## src/rtl/cache_mem_arbiter_if.sv

```systemverilog
// Bundle of cache-side request/fill signals and the shared memory word port.
// The master modport is the arbiter's view; slave is the caches/memory side.
interface cache_mem_arbiter_if #(
    parameter int ADDR_W = 16,
    parameter int DATA_W = 16,
    parameter int IDX_W  = 3
);
    logic              icache_miss;
    logic [ADDR_W-1:0] icache_miss_addr;
    logic              dcache_miss;
    logic [ADDR_W-1:0] dcache_miss_addr;
    logic              dcache_wr;
    logic [ADDR_W-1:0] dcache_wr_addr;
    logic [DATA_W-1:0] dcache_wr_data;
    logic              mem_enable;
    logic              mem_wr;
    logic [ADDR_W-1:0] mem_addr;
    logic [DATA_W-1:0] mem_data_in;
    logic [DATA_W-1:0] mem_data_out;
    logic              mem_data_valid;
    logic              icache_fill_we;
    logic              dcache_fill_we;
    logic [IDX_W-1:0]  fill_word_idx;
    logic [DATA_W-1:0] fill_data;
    logic              icache_fill_done;
    logic              dcache_fill_done;
    logic              wr_ack;
    logic              cache_stall;

    modport master (
        input  icache_miss, icache_miss_addr, dcache_miss, dcache_miss_addr,
               dcache_wr, dcache_wr_addr, dcache_wr_data, mem_data_out, mem_data_valid,
        output mem_enable, mem_wr, mem_addr, mem_data_in, icache_fill_we, dcache_fill_we,
               fill_word_idx, fill_data, icache_fill_done, dcache_fill_done, wr_ack, cache_stall
    );

    modport slave (
        output icache_miss, icache_miss_addr, dcache_miss, dcache_miss_addr,
               dcache_wr, dcache_wr_addr, dcache_wr_data, mem_data_out, mem_data_valid,
        input  mem_enable, mem_wr, mem_addr, mem_data_in, icache_fill_we, dcache_fill_we,
               fill_word_idx, fill_data, icache_fill_done, dcache_fill_done, wr_ack, cache_stall
    );
endinterface

```

## src/rtl/cache_mem_arbiter.sv

```systemverilog
// Shares one pipelined memory word port between I-cache fills, D-cache fills
// and D-cache write-through stores; drives the global pipeline stall.
module cache_mem_arbiter #(
    parameter int ADDR_W      = 16,
    parameter int DATA_W      = 16,
    parameter int BLOCK_WORDS = 8,
    parameter int MEM_LAT     = 4
) (
    input logic                clk,
    input logic                rst_n,
    cache_mem_arbiter_if.master bus
);
    localparam int IDX_W = $clog2(BLOCK_WORDS);
    localparam int CNT_W = IDX_W + 1;
    localparam int BYTES = DATA_W / 8;
    localparam int OFF   = $clog2(BLOCK_WORDS * BYTES);

    typedef enum logic [1:0] {IDLE, WRITE, FILL_I, FILL_D} state_t;

    state_t            state, nextState;
    logic [ADDR_W-1:0] base;
    logic [CNT_W-1:0]  issueCnt;
    logic [IDX_W-1:0]  retCnt;
    logic              issuing;

    function automatic logic [ADDR_W-1:0] blockAlign(input logic [ADDR_W-1:0] a);
        return {a[ADDR_W-1:OFF], {OFF{1'b0}}};
    endfunction

    assign issuing = (issueCnt < CNT_W'(BLOCK_WORDS));

    always_ff @(posedge clk or negedge rst_n) begin
        if (!rst_n) begin
            state    <= IDLE;
            base     <= '0;
            issueCnt <= '0;
            retCnt   <= '0;
        end else begin
            state <= nextState;
            if (state == IDLE) begin
                issueCnt <= '0;
                retCnt   <= '0;
                if (nextState == FILL_D)
                    base <= blockAlign(bus.dcache_miss_addr);
                else if (nextState == FILL_I)
                    base <= blockAlign(bus.icache_miss_addr);
            end else if (state == FILL_I || state == FILL_D) begin
                if (issuing)
                    issueCnt <= issueCnt + CNT_W'(1);
                if (bus.mem_data_valid)
                    retCnt <= retCnt + IDX_W'(1);
            end
        end
    end

    always_comb begin
        nextState            = state;
        bus.mem_enable       = 1'b0;
        bus.mem_wr           = 1'b0;
        bus.mem_addr         = '0;
        bus.mem_data_in      = '0;
        bus.icache_fill_we   = 1'b0;
        bus.dcache_fill_we   = 1'b0;
        bus.fill_word_idx    = '0;
        bus.fill_data        = '0;
        bus.icache_fill_done = 1'b0;
        bus.dcache_fill_done = 1'b0;
        bus.wr_ack           = 1'b0;
        bus.cache_stall      = (state != IDLE) | bus.icache_miss | bus.dcache_miss | bus.dcache_wr;

        case (state)
            IDLE: begin
                if (bus.dcache_wr)
                    nextState = WRITE;
                else if (bus.dcache_miss)
                    nextState = FILL_D;
                else if (bus.icache_miss)
                    nextState = FILL_I;
            end
            WRITE: begin
                bus.mem_enable  = 1'b1;
                bus.mem_wr      = 1'b1;
                bus.mem_addr    = bus.dcache_wr_addr;
                bus.mem_data_in = bus.dcache_wr_data;
                bus.wr_ack      = 1'b1;
                nextState       = IDLE;
            end
            FILL_I, FILL_D: begin
                // Issue and return overlap: reads go out back-to-back while
                // earlier words are already coming back MEM_LAT cycles later.
                if (issuing) begin
                    bus.mem_enable = 1'b1;
                    bus.mem_addr   = base + ADDR_W'(issueCnt) * ADDR_W'(BYTES);
                end
                if (bus.mem_data_valid) begin
                    bus.fill_data     = bus.mem_data_out;
                    bus.fill_word_idx = retCnt;
                    if (state == FILL_I)
                        bus.icache_fill_we = 1'b1;
                    else
                        bus.dcache_fill_we = 1'b1;
                    if (retCnt == IDX_W'(BLOCK_WORDS - 1)) begin
                        bus.icache_fill_done = (state == FILL_I);
                        bus.dcache_fill_done = (state == FILL_D);
                        nextState            = IDLE;
                    end
                end
            end
            default: nextState = IDLE;
        endcase
    end
endmodule

```

## src/flat_wrapper.sv

```systemverilog
// flat-port wrapper written by rule: the top's interface ports become plain ports
module cache_mem_arbiter_flat 
#(
    parameter int ADDR_W      = 16,
    parameter int DATA_W      = 16,
    parameter int BLOCK_WORDS = 8,
    parameter int MEM_LAT     = 4
)
  (clk, rst_n, bus_icache_miss, bus_icache_miss_addr, bus_dcache_miss, bus_dcache_miss_addr, bus_dcache_wr, bus_dcache_wr_addr, bus_dcache_wr_data, bus_mem_data_out, bus_mem_data_valid, bus_mem_enable, bus_mem_wr, bus_mem_addr, bus_mem_data_in, bus_icache_fill_we, bus_dcache_fill_we, bus_fill_word_idx, bus_fill_data, bus_icache_fill_done, bus_dcache_fill_done, bus_wr_ack, bus_cache_stall);
  cache_mem_arbiter_if #(.ADDR_W(ADDR_W), .DATA_W(DATA_W)) bus_i ();
  input logic clk;
  input logic rst_n;
  input wire logic [$bits(bus_i.icache_miss)-1:0] bus_icache_miss;
  input wire logic [$bits(bus_i.icache_miss_addr)-1:0] bus_icache_miss_addr;
  input wire logic [$bits(bus_i.dcache_miss)-1:0] bus_dcache_miss;
  input wire logic [$bits(bus_i.dcache_miss_addr)-1:0] bus_dcache_miss_addr;
  input wire logic [$bits(bus_i.dcache_wr)-1:0] bus_dcache_wr;
  input wire logic [$bits(bus_i.dcache_wr_addr)-1:0] bus_dcache_wr_addr;
  input wire logic [$bits(bus_i.dcache_wr_data)-1:0] bus_dcache_wr_data;
  input wire logic [$bits(bus_i.mem_data_out)-1:0] bus_mem_data_out;
  input wire logic [$bits(bus_i.mem_data_valid)-1:0] bus_mem_data_valid;
  output wire logic [$bits(bus_i.mem_enable)-1:0] bus_mem_enable;
  output wire logic [$bits(bus_i.mem_wr)-1:0] bus_mem_wr;
  output wire logic [$bits(bus_i.mem_addr)-1:0] bus_mem_addr;
  output wire logic [$bits(bus_i.mem_data_in)-1:0] bus_mem_data_in;
  output wire logic [$bits(bus_i.icache_fill_we)-1:0] bus_icache_fill_we;
  output wire logic [$bits(bus_i.dcache_fill_we)-1:0] bus_dcache_fill_we;
  output wire logic [$bits(bus_i.fill_word_idx)-1:0] bus_fill_word_idx;
  output wire logic [$bits(bus_i.fill_data)-1:0] bus_fill_data;
  output wire logic [$bits(bus_i.icache_fill_done)-1:0] bus_icache_fill_done;
  output wire logic [$bits(bus_i.dcache_fill_done)-1:0] bus_dcache_fill_done;
  output wire logic [$bits(bus_i.wr_ack)-1:0] bus_wr_ack;
  output wire logic [$bits(bus_i.cache_stall)-1:0] bus_cache_stall;
  assign bus_i.icache_miss = bus_icache_miss;
  assign bus_i.icache_miss_addr = bus_icache_miss_addr;
  assign bus_i.dcache_miss = bus_dcache_miss;
  assign bus_i.dcache_miss_addr = bus_dcache_miss_addr;
  assign bus_i.dcache_wr = bus_dcache_wr;
  assign bus_i.dcache_wr_addr = bus_dcache_wr_addr;
  assign bus_i.dcache_wr_data = bus_dcache_wr_data;
  assign bus_i.mem_data_out = bus_mem_data_out;
  assign bus_i.mem_data_valid = bus_mem_data_valid;
  assign bus_mem_enable = bus_i.mem_enable;
  assign bus_mem_wr = bus_i.mem_wr;
  assign bus_mem_addr = bus_i.mem_addr;
  assign bus_mem_data_in = bus_i.mem_data_in;
  assign bus_icache_fill_we = bus_i.icache_fill_we;
  assign bus_dcache_fill_we = bus_i.dcache_fill_we;
  assign bus_fill_word_idx = bus_i.fill_word_idx;
  assign bus_fill_data = bus_i.fill_data;
  assign bus_icache_fill_done = bus_i.icache_fill_done;
  assign bus_dcache_fill_done = bus_i.dcache_fill_done;
  assign bus_wr_ack = bus_i.wr_ack;
  assign bus_cache_stall = bus_i.cache_stall;
  cache_mem_arbiter #(.ADDR_W(ADDR_W), .DATA_W(DATA_W), .BLOCK_WORDS(BLOCK_WORDS), .MEM_LAT(MEM_LAT)) u_core (.clk(clk), .rst_n(rst_n), .bus(bus_i));
endmodule
```

## config.mk

```make
export PLATFORM = sky130hd
export DESIGN_NAME = cache_mem_arbiter_flat
export DESIGN_NICKNAME = d
export VERILOG_FILES = /design/src/rtl/cache_mem_arbiter_if.sv /design/src/rtl/cache_mem_arbiter.sv /design/src/flat_wrapper.sv
export SDC_FILE = /design/constraint.sdc
export NUM_CORES = 1
export LEC_CHECK = 0
export BUFFER_PORTS_ARGS = -buffer_cell sky130_fd_sc_hd__clkbuf_2
export CAP_MARGIN = 25
export CELL_PAD_IN_SITES_DETAIL_PLACEMENT = 1
export CELL_PAD_IN_SITES_GLOBAL_PLACEMENT = 2
export CORE_UTILIZATION = 19
export DETAILED_ROUTE_END_ITERATION = 10
export PLACE_DENSITY = 0.93
export SETUP_SLACK_MARGIN = 0.3
export SLEW_MARGIN = 5
export SYNTH_ARGS = -nofsm -noshare
export SYNTH_HDL_FRONTEND = slang
export SYNTH_SLANG_ARGS = --single-unit
```

## constraint.sdc

```tcl
create_clock -name clk -period 3.9 [get_ports clk]
set_input_delay 0.39 -clock clk [delete_from_list [all_inputs] [get_ports clk]]
set_output_delay 0.39 -clock clk [all_outputs]
set_load 0.005 [all_outputs]
```

[After elaboration in Yosys (flattened, before gate mapping)]
Index checks and enable logic that the tools add are counted.
Cells by class
  add/subtract/negate cells: 3
  $lt $le $gt $ge: 1
  eq/ne operators: 6
  reduce and logical (&&, ||, !) cells: 11
  bitwise operators: 3
  mux-type cells: 36
Operators by type and width (count)
  $mux W16: 6
  $pmux W16 S2: 1
  $add A16 B5 Y16: 1
  $mux W3: 5
  $mux W1: 14
  $mux W4: 3
  $mux W2: 5
  $reduce_bool A2 Y1: 5
  $eq A2 B2 Y1 const B: 4
  $pmux W2 S3: 1
  $reduce_and A2 Y1: 3
  $add A4 B1 Y4 const B: 1
  $lt A4 B4 Y1 const B: 1
  $add A3 B1 Y3 const B: 1
  $eq A3 B3 Y1 const B: 1
  $or A1 B1 Y1: 3
  $eq A2 B1 Y1 const B: 1
  $logic_not A2 Y1: 1
  $pmux W1 S2: 1
  $reduce_or A2 Y1: 1
  $logic_or A1 B1 Y1: 1
Storage, ports and cells
  output and inout bits: 59
  register bits after elaboration: 25
  word-level logic and storage cells: 64

[Logic depth before layout (Yosys ltp)]
  depth in word-level cells: 7
  gate-level depth with buffers: 7
  depth with buffers taken out: 6

[Worst setup path before layout]
OpenSTA, ideal clock, no wires.
  kind: register to register
  start: reg u_core.retCnt[0]
  end: reg u_core.base[8]
  period minus slack after synthesis: 1.718 ns
  path slack: 2.182 ns
  library setup time: 0.134 ns
  stages on the path, launching flop included: 8
  arrival time: 1.584 ns
  cell sequence: dfrtp_1 ha_1 ha_1 and2_4 o22ai_4 buf_12 mux2i_1 o21ai_1
Between the ends
  cells in the longest elaborated chain, start to end: 7
  elaborated cells between the ends (all ways): 9
  classes of those cells: eq/ne (3); mux (4); reduce/logical (2)
RTL lines
  start, declared: RTL line cache_mem_arbiter.sv:23  | logic [IDX_W-1:0] retCnt;
  start signal, assigned: RTL line cache_mem_arbiter.sv:51  | retCnt <= retCnt + IDX_W'(1);
  $eq A3 B3 Y1 *: RTL line cache_mem_arbiter.sv:102  | if (retCnt == IDX_W'(BLOCK_WORDS - 1)) begin
  $mux W2 *: RTL line cache_mem_arbiter.sv:102
  $mux W2 *: RTL line cache_mem_arbiter.sv:95  | if (bus.mem_data_valid) begin
  $pmux W2 S3 *: RTL line cache_mem_arbiter.sv:71  | case (state)
  via u_core.nextState[0]: RTL line cache_mem_arbiter.sv:20  | state_t state, nextState;
  $eq A2 B2 Y1 (on tied branches): RTL line cache_mem_arbiter.sv:45, cache_mem_arbiter.sv:43
  $reduce_bool A2 Y1 (no line)
  $reduce_and A2 Y1 (no line)
  end signal, assigned: RTL line cache_mem_arbiter.sv:44  | base <= blockAlign(bus.dcache_miss_addr);
  end signal, assigned: RTL line cache_mem_arbiter.sv:46  | base <= blockAlign(bus.icache_miss_addr);
  end, declared: RTL line cache_mem_arbiter.sv:21  | logic [ADDR_W-1:0] base;
The timed path passes the listed nets; every way through them passes the cells marked *.
A chain may end at the register's enable or synchronous reset.

[Final worst setup path]
  start: reg u_core.state[1]
  end: out bus_mem_addr[7]
Between the ends
  cells in the longest elaborated chain, start to end: 3
  elaborated cells between the ends (all ways): 5
  classes of those cells: eq/ne (3); mux (1); reduce/logical (1)
RTL lines
  start, declared: RTL line cache_mem_arbiter.sv:20
  start signal, assigned: RTL line cache_mem_arbiter.sv:39  | state <= nextState;
  $eq A2 B2 Y1: RTL line cache_mem_arbiter.sv:71
  $reduce_or A2 Y1: RTL line cache_mem_arbiter.sv:71
  $pmux W16 S2 *: RTL line cache_mem_arbiter.sv:71
  end, declared: RTL line flat_wrapper.sv:24  | output wire logic [$bits(bus_i.mem_addr)-1:0] bus_mem_addr;
Mark *: on every way between the ends. The rest lies on a longest branch, timed or not.

==> results.md <==
- Outcome: finished, final reports clean
- Die span in y: 90.5 µm
- Syn Area/Cell: 8.95 µm²
- Clock sink count: 21
- Power Density: 590 mW/mm²
- Synth cell types: 25
- Via density per instance: roughly 4.4
- Row count: 31
- Ports: 145
- DRC viols: 0
- Max_slew headroom: between 30% and 40%
- Clock latency on the worst-skew pair: 0.26 ns
- GR Util met1: 13.3%
- Critical path's largest stage delay: 0.69 ns
- Initial Util: 20.1%
- Worst slew pin tran: 0.973 ns
- Port bufs: approximately 140
- Type of the worst setup path: flop to output pin
- Pin count of the biggest net entering global routing: 29
- Synth Warn #: 0
- Total CTS buffers: 3
- Post-Route WL: between 4000 and 5000 µm
- Share of layout cells above drive strength 1: 50.5%
- CTS tree: yes
- Crit path max-delay family: simple AND/OR/NAND/NOR gates
- Overall routing resource usage: roughly an eighth
- Ant diodes: 0
- Core Box Area: 0.00741 mm²
- Async S/R FF share, synth: 100%
- DRT antenna net count: 0
- CP bufs+invs: 2
- Post-CTS setup buffers: 0
- Post-synth top flop: dfrtp_1
- Nets: 383
- Met3 Use GR: 1.85%
- Critical Path End Type: output pin
- Clk buf depth: 2
- Post-CTS Hold Buffers: 0
- CP cell instances: nor2b_2 > buf_4 > a22o_1 > clkbuf_2
- 1st-iter DRT viols: 27
- Seq cells post-synth: 21
- WP data arrival: 2.25 ns
- Post-CTS sizing: 0
- Die width: 90.5 µm
- Grt ovf: 0
- Crit path required time: 3.51 ns
- Vias post-DR: 1,711
- Setup crit start kind: flop
- Number of global-route vias before repair: 1,698
- CP max FO: 28
- Synth top area cells: dfrtp_1 35%, mux2i_1 10%, a22o_1 8.8%, and3_1 8.4%, and2_1 8.0%
- HP Class: input pin to async pin
- Post-DP Area: 0.00222 mm²
- Post-detail-place hpwl: 3880 µm
- Die Area: approximately 0.0082 mm²
- CP max-delay cell: nor2b_2
- Final min period: 2.64 ns
- FF-to-FF End: u_core.base[5]$_DFFE_PN0P_
- Post-Synthesis Cells: 166
- Post-Syn Area: 0.00149 mm²
- Slew Limit Fails: 0
- Max-Cap Viols: 0
- Wirelength per Cell: between 10 and 15 µm
- First-pass GRT wire length: 8050 µm
- Number of synthesized flops with an enable pin: 0
- Final hold violations: 0
- Fmax: approximately 380 MHz
- Final setup vio count: 0
- Top cell type by total area after synthesis: dfrtp_1
- Max VDD drop: around 0.16 mV
- Unrepaired setup endpoints after global routing: false
- Reg clk slew, reported paths: approximately 0.080 ns
- Most Crowded Layer GR: met2
- RePlAce Congestion: ~0.68
- Initial antenna violation count: 0
- Hold_ws: 0.105 ns
- Root buffer cell: clkbuf_8
- CTS H-tree depth: 1
- Final period util: just under 70%
- Reg2reg path depth: 6
- Area Growth Syn to Fin: 52.6%
- Static leakage: 1.32 nW
- DRT Pass-1 Iters: 4
- Fillers: about 930
- Clock Skews: roughly 0.0023 ns
- Syn_nets: 255
- Final instance area: 0.00227 mm²
- Total negative slack: 0 ns
- Top cell type's share of synthesized area: 35.4%
- Sequential fraction of the synthesis area: a little over a third
- GR Util met2: 22.7%
- Flop2flop setup slack: 1.85 ns
- FF-to-FF Start: u_core.retCnt[0]$_DFFE_PN0P_
==> stage by stage <==
| step | cells | utilization, % | setup WS, ns | power (mW) |
|---|---|---|---|---|
| after global placement | 388 | 30.0 | 1.50 | 1.20 |
| after floorplan | 166 | - | 2.18 | 0.930 |
| after global routing | 392 | 30.6 | 1.03 | 1.47 |
| after CTS | 392 | 30.6 | 1.18 | 1.38 |
| final | 392 | 30.6 | 1.26 | 1.34 |
| after detailed placement | 388 | 30.0 | 1.47 | 1.22 |
==> cell families after synthesis <==
logic type / Yosys count / synth area share, %
compound gates: 38 / 18.5
simple gates: 70 / 25.5
flops: 21 / 35.4
xor+xnor: 3 / 1.77
buf+inv: 16 / 6.23
fa+ha+maj: 3 / 2.53
mux: 15 / 10.1
==> layer usage <==
layer / share of wire, % / up-vias
met5: 0 / -
met4: 0.79 / 0
met3: 5.9 / 2
met2: 53 / 74
met1: 40 / 801
li1: - / 834
==> cells in the mapped netlist (2+ instances only) <==
library cell	n
o21ai_1	13
buf_4	2
xnor2_1	2
and3_1	20
buf_2	7
o21ai_0	8
clkbuf_1	5
nor2_1	3
nor2b_1	2
dfrtp_1	21
ha_1	3
and2_1	19
mux2i_1	15
a22o_1	15
nand2_1	21
==> report_power, final <==
group	internal, mW	switching (mW)	leakage, nW
Combinational	0.393	0.360	1.04
Clock	0.0727	0.0718	0.0228
Sequential	0.326	0.116	0.260
Total	0.792	0.547	1.32
==> layout by cell type, fill, tap and decap left out, drive strengths merged, types with 2 or more instances in the layout <==
master / count
a22o: 15
and2: 20
and3: 20
buf: 2
clkbuf: 140
dfrtp: 21
ha: 3
mux2i: 15
nand2: 22
nor2: 3
nor2b: 2
o21ai: 21
xnor2: 2
==> how the worst max path moves through the flow <==
stage / end / from / depth (start not counted)
floorplan: u_core.base[8]$_DFFE_PN0P_ / u_core.retCnt[0]$_DFFE_PN0P_ / 7
global placement: bus_mem_addr[7] / u_core.state[1]$_DFF_PN0_ / 4
detailed placement: bus_mem_addr[7] / u_core.state[1]$_DFF_PN0_ / 4
CTS: bus_mem_addr[7] / u_core.state[1]$_DFF_PN0_ / 4
global route: bus_mem_addr[8] / u_core.state[1]$_DFF_PN0_ / 4
finish: bus_mem_addr[7] / u_core.state[1]$_DFF_PN0_ / 4
==> area by class of cell <==
type	instances	area [µm²]	share of cell area (%)
clock buffer	4	45.0	1.99
inverter	1	3.75	0.165
timing repair buffer	138	696	30.7
multi-input combinational	129	875	38.6
tap	99	124	5.46
sequential	21	526	23.2
==> registers in the layout, indices dropped and copies added, names as in the netlist <==
register,cells
u_core.base,12
u_core.issueCnt,4
u_core.retCnt,3
u_core.state,2
Note: power is estimated with default switching activity, not from simulation.
